--- src/rtl/histogram_serializer_pkg.sv ---
// rtl/histogram_serializer_pkg.sv - shared state type and index-width helper
package histogram_serializer_pkg;

  typedef enum logic {
    IDLE   = 1'b0,
    STREAM = 1'b1
  } state_e;

  // Index fields stay at least one bit wide so degenerate sizes of 1 still elaborate.
  function automatic int idx_w(input int n);
    return (n > 1) ? $clog2(n) : 1;
  endfunction

endpackage

--- src/rtl/histogram_serializer_nested_index_counter.sv ---
// rtl/histogram_serializer_nested_index_counter.sv - two-level wrap counter (inner, outer)
module nested_index_counter
  import histogram_serializer_pkg::*;
#(
  parameter int INNER = 6,
  parameter int OUTER = 1,
  localparam int IW = idx_w(INNER),
  localparam int OW = idx_w(OUTER)
) (
  input  logic          clk,
  input  logic          rst,
  input  logic          load_zero_i,
  input  logic          advance_i,
  output logic [IW-1:0] inner_idx_o,
  output logic [OW-1:0] outer_idx_o,
  output logic          at_end_o
);

  localparam logic [IW-1:0] INNER_LAST = IW'(INNER - 1);
  localparam logic [OW-1:0] OUTER_LAST = OW'(OUTER - 1);

  logic [IW-1:0] inner_q, inner_d;
  logic [OW-1:0] outer_q, outer_d;
  logic          inner_wrap;

  assign inner_wrap = (inner_q == INNER_LAST);

  // load_zero wins over advance so a reload on the final step restarts cleanly.
  always_comb begin
    inner_d = inner_q;
    outer_d = outer_q;
    if (load_zero_i) begin
      inner_d = '0;
      outer_d = '0;
    end else if (advance_i) begin
      if (inner_wrap) begin
        inner_d = '0;
        outer_d = (outer_q == OUTER_LAST) ? '0 : outer_q + 1'b1;
      end else begin
        inner_d = inner_q + 1'b1;
      end
    end
  end

  always_ff @(posedge clk) begin
    if (rst) begin
      inner_q <= '0;
      outer_q <= '0;
    end else begin
      inner_q <= inner_d;
      outer_q <= outer_d;
    end
  end

  assign inner_idx_o = inner_q;
  assign outer_idx_o = outer_q;
  assign at_end_o    = inner_wrap && (outer_q == OUTER_LAST);

endmodule

--- src/rtl/histogram_serializer.sv ---
// rtl/histogram_serializer.sv - captures the bucket array on in_done and streams it word by word
module histogram_serializer
  import histogram_serializer_pkg::*;
#(
  parameter int PRECISION    = 8,
  parameter int NUM_FEATURES = 1,
  parameter int M            = 6,
  parameter int FRAME_CNT_W  = 16,
  localparam int FW = idx_w(NUM_FEATURES),
  localparam int BW = idx_w(M)
) (
  input  logic                                          clk,
  input  logic                                          rst,
  input  logic                                          clr,
  input  logic                                          in_done,
  input  logic [NUM_FEATURES-1:0][M-1:0][PRECISION-1:0] in_data,
  output logic [PRECISION-1:0]                          m_data,
  output logic                                          m_valid,
  input  logic                                          m_ready,
  output logic                                          m_last,
  output logic [FW-1:0]                                 m_feat_idx,
  output logic [BW-1:0]                                 m_bucket_idx,
  output logic                                          busy,
  output logic                                          overflow,
  output logic [FRAME_CNT_W-1:0]                        frame_count
);

  state_e                                        state_q, state_d;
  logic [NUM_FEATURES-1:0][M-1:0][PRECISION-1:0] buf_q, buf_d;
  logic                                          overflow_q, overflow_d;
  logic [FRAME_CNT_W-1:0]                        frame_count_q, frame_count_d;

  logic [FW-1:0] feat;
  logic [BW-1:0] bucket;
  logic          at_end;
  logic          clear, streaming, xfer, final_xfer, capture;

  assign clear      = rst | clr;
  assign streaming  = (state_q == STREAM);
  assign xfer       = streaming & m_ready;
  assign final_xfer = xfer & at_end;
  // A frame arriving exactly on the last beat is chained without a bubble.
  assign capture    = in_done & (~streaming | final_xfer);

  nested_index_counter #(
    .INNER(M),
    .OUTER(NUM_FEATURES)
  ) u_idx (
    .clk         (clk),
    .rst         (clear),
    .load_zero_i (capture),
    .advance_i   (xfer),
    .inner_idx_o (bucket),
    .outer_idx_o (feat),
    .at_end_o    (at_end)
  );

  always_comb begin
    state_d       = state_q;
    buf_d         = buf_q;
    overflow_d    = overflow_q;
    frame_count_d = frame_count_q;
    if (capture) buf_d = in_data;
    if (final_xfer) frame_count_d = frame_count_q + 1'b1;
    if (in_done && streaming && !final_xfer) overflow_d = 1'b1;
    case (state_q)
      IDLE:   if (in_done) state_d = STREAM;
      STREAM: if (final_xfer && !in_done) state_d = IDLE;
    endcase
  end

  always_ff @(posedge clk) begin
    if (clear) begin
      state_q       <= IDLE;
      buf_q         <= '0;
      overflow_q    <= 1'b0;
      frame_count_q <= '0;
    end else begin
      state_q       <= state_d;
      buf_q         <= buf_d;
      overflow_q    <= overflow_d;
      frame_count_q <= frame_count_d;
    end
  end

  assign m_valid      = streaming;
  assign busy         = streaming;
  assign m_data       = streaming ? buf_q[feat][bucket] : '0;
  assign m_last       = streaming & at_end;
  assign m_feat_idx   = feat;
  assign m_bucket_idx = bucket;
  assign overflow     = overflow_q;
  assign frame_count  = frame_count_q;

endmodule
--- config.mk ---
export PLATFORM = sky130hd
export DESIGN_NAME = histogram_serializer
export DESIGN_NICKNAME = d
export VERILOG_FILES = /design/src/rtl/histogram_serializer_pkg.sv /design/src/rtl/histogram_serializer_nested_index_counter.sv /design/src/rtl/histogram_serializer.sv
export SDC_FILE = /design/constraint.sdc
export NUM_CORES = 1
export LEC_CHECK = 0
export ABC_AREA = 0
export BUFFER_PORTS_ARGS = -buffer_cell sky130_fd_sc_hd__clkbuf_2
export CORE_UTILIZATION = 46
export DETAILED_ROUTE_END_ITERATION = 10
export PLACE_DENSITY = 0.83
export SLEW_MARGIN = 15
export SYNTH_ARGS = -nofsm -noshare
export SYNTH_HDL_FRONTEND = slang
export SYNTH_SLANG_ARGS = --single-unit
--- constraint.sdc ---
create_clock -name clk -period 2 [get_ports clk]
set_input_delay 0.1 -clock clk [delete_from_list [all_inputs] [get_ports clk]]
set_output_delay 0.1 -clock clk [all_outputs]
set_load 0.05 [all_outputs]
==> results.ini <==
[placed_design]
place_congestion = 0.786
place_area_um2 = 3500
dpl.hpwl_um = 4920
place_inst = 512
numPortBuffers = 83

[clock_tree]
htreeDepth = 3
cts_tree = yes
cts_root_buf = clkbuf_8
cts_sinks = 69
max-clock-path-buffers = 2
clock_latency_ns = 0.35
path_clk_slew_ns = 0.08
numCtsBuffers = 9

[critical_path]
critPathMaxFanout = 14
worst-setup-path-type = reg2out
worstPathArrival_ns = 1.85
crit_path_end_kind = primary output
r2r_slack_ns = 0.16
start_kind = flip-flop
r2r_end = frame_count[15]
ff2ff_path_depth = 4
required_ns = 1.90
timing.rr.start = u_idx.inner_idx_o[1]

[outcome]
status = complete, no violations

[sta]
slew_violations = 0
setup_viol = 0
timing.fmax_mhz = 512
tns_ns = 0
rsz0062_at_grt = no
worst_slew_pin_slew_ns = 0.743
relSlewSlack_pct = 50.5
fin_skew_ns = 0.00628
post-route-period-util_pct = 97.7
period_needed_ns = 1.95
hold_viol = 0

[grt]
use_met3_pct = 8.90
grt.busiest_layer = met2
use_met1_pct = 28.4
gr-usage-all-layers_pct = 25.4
overflow = 0
antenna_found_initial = 0
grt_pass1_wl_um = 12600
grt_pass1_vias = 2895
grt_use_met2_pct = 45.4
grt_max_degree = 51

[power]
p_leak_nw = 1.63
power_mw = 3.00
peakVddDrop_mv = 0.651
pwr_density_cell_nw_per_um2 = 707

[logic_synthesis]
synth_common_cells = nand2_1, a21oi_1, dfxtp_1
async_flop_share_pct = 0
yosys-top-cells-area = dfxtp_1, nand2_1, a21oi_1
synth_cell_type_count = 32
synth_edf_count = 0
synth-seq-area-share_pct = 46.3
yosysTopAreaCell = dfxtp_1
synthFlopType = dfxtp_1
ys_seq_elements = 69
syn_nets = 428
synth_most_common_cell = nand2_1
synth.avg_cell_area_um2 = 7.98
yosys.area.top_type_share_pct = 46.3
synth_area_um2 = 2990
yosysWarnings = 0
netlist_instances = 374

[cells_and_area]
final_cells = 576
final_util_pct = 69.7
fin_area_um2 = 4250
fin_nets = 550
area_growth_pct = 42.2
layout-drive-gt1-share_pct = 28.5
n_antenna_cell = 0
fill_cells = 473

[route]
avgViaCountPerCell = 5.32
drtIter0Drc = 198
routedWlPerCell_um = 14.4
finalWirelength_um = 8310
firstDrtPassIters = 4
drc = 0
vias = 3062
ant_nets = 0

[run]
cap_violations = 0

[worst_hold_path]
min_to = buf_q[2]
hp-start = in_data[2]
hold_class = in2reg
whs_path_depth = 3

[floorplan]
core_area_um2 = 6100
placementRows = 28
pin_count = 85
die_area_um2 = 6820
die_x_um = 82.6
die_y_um = 82.6
start_util_pct = 49.0

routing by layer:
metal	up-vias	part of all wire [%]
met3	11	6.5
met2	110	51
met4	0	1.4
li1	1502	-
met1	1439	41
met5	-	0
placed cells by master (no fill, tap or decap), drive strengths merged, types with 3 or more instances in the layout:
cell         count
nand2          101
clkbuf          94
a21oi           70
dfxtp           69
dlygate4sd3     46
nor2            30
buf             11
o21ai           10
mux4             8
mux2i            8
or3              8
nor3             7
inv              7
xnor2            6
nand3            5
nand4            4
or4              3
stage by stage:
stage                     worst slack [ns]  hold WS, ns
after CTS                           0.0188      0.00965
after global placement               0.219        0.323
final                               0.0470       0.0262
after detailed placement             0.191        0.329
after floorplan                   -0.00926        0.221
after global routing               0.00674       0.0249
state kept, by name, summed over array words and instances (netlist names):
name	flops
buf_q	48
frame_count	16
u_idx.inner_idx_o	3
busy	1
overflow	1
how the worst max path moves through the flow:
stage | startpoint | end | slack (ns) | depth (start not counted)
global route | u_idx.inner_idx_o[1] | m_data[2] | 0.007 | 6
CTS | u_idx.inner_idx_o[0] | m_data[6] | 0.02 | 5
global placement | u_idx.inner_idx_o[1] | frame_count[15] | 0.22 | 4
finish | u_idx.inner_idx_o[0] | m_data[3] | 0.05 | 5
detailed placement | u_idx.inner_idx_o[1] | frame_count[15] | 0.19 | 4
floorplan | u_idx.inner_idx_o[1] | frame_count[15] | -0.009 | 6
final cells by class:
| cell class | instances | area [um2] | share of cell area [%] |
|---|---|---|---|
| multi-input combinational | 271 | 1500 | 35.3 |
| sequential | 69 | 1400 | 33.0 |
| timing repair buffer | 139 | 1000 | 23.6 |
| clock buffer | 12 | 176 | 4.15 |
| tap | 75 | 93.8 | 2.21 |
| clock inverter | 4 | 51.3 | 1.21 |
| inverter | 6 | 22.5 | 0.530 |
kinds of logic (layout without fill, tap and decap cells):
family / count (synthesis) / after routing / synth area share (%)
flip-flops: 69 / 69 / 46.3
AO/OA/AOI/OAI: 83 / 83 / 14.2
other: 1 / 1 / 0.126
multiplexers: 16 / 16 / 8.72
adder cells (fa/ha/maj): 1 / 1 / 0.419
buffers and inverters: 34 / 161 / 5.07
XOR/XNOR: 6 / 6 / 1.76
AND/OR/NAND/NOR: 164 / 164 / 23.5
worst max-delay path, stage by stage, from the launching register on:
cell	delay [ns]
dfxtp_4	0.36
buf_12	0.15
mux4_2	0.52
a21oi_1	0.18
nor2_2	0.05
clkbuf_2	0.23
power breakdown:
group	internal [mW]	leakage, nW	switching [mW]	total [mW]
logic	0.154	0.947	0.165	0.319
registers	1.40	0.566	0.0176	1.42
clock network	0.722	0.114	0.542	1.26
total	2.28	1.63	0.724	3.00
what timing repair did:
action,4_1_cts,5_1_grt
hold buffers,46,0
buffers inserted,0,2
resized for setup,6,9
endpoints found under the setup margin,8,8
hold endpoints to repair,46,0
Note: power is estimated with default switching activity, not from simulation.
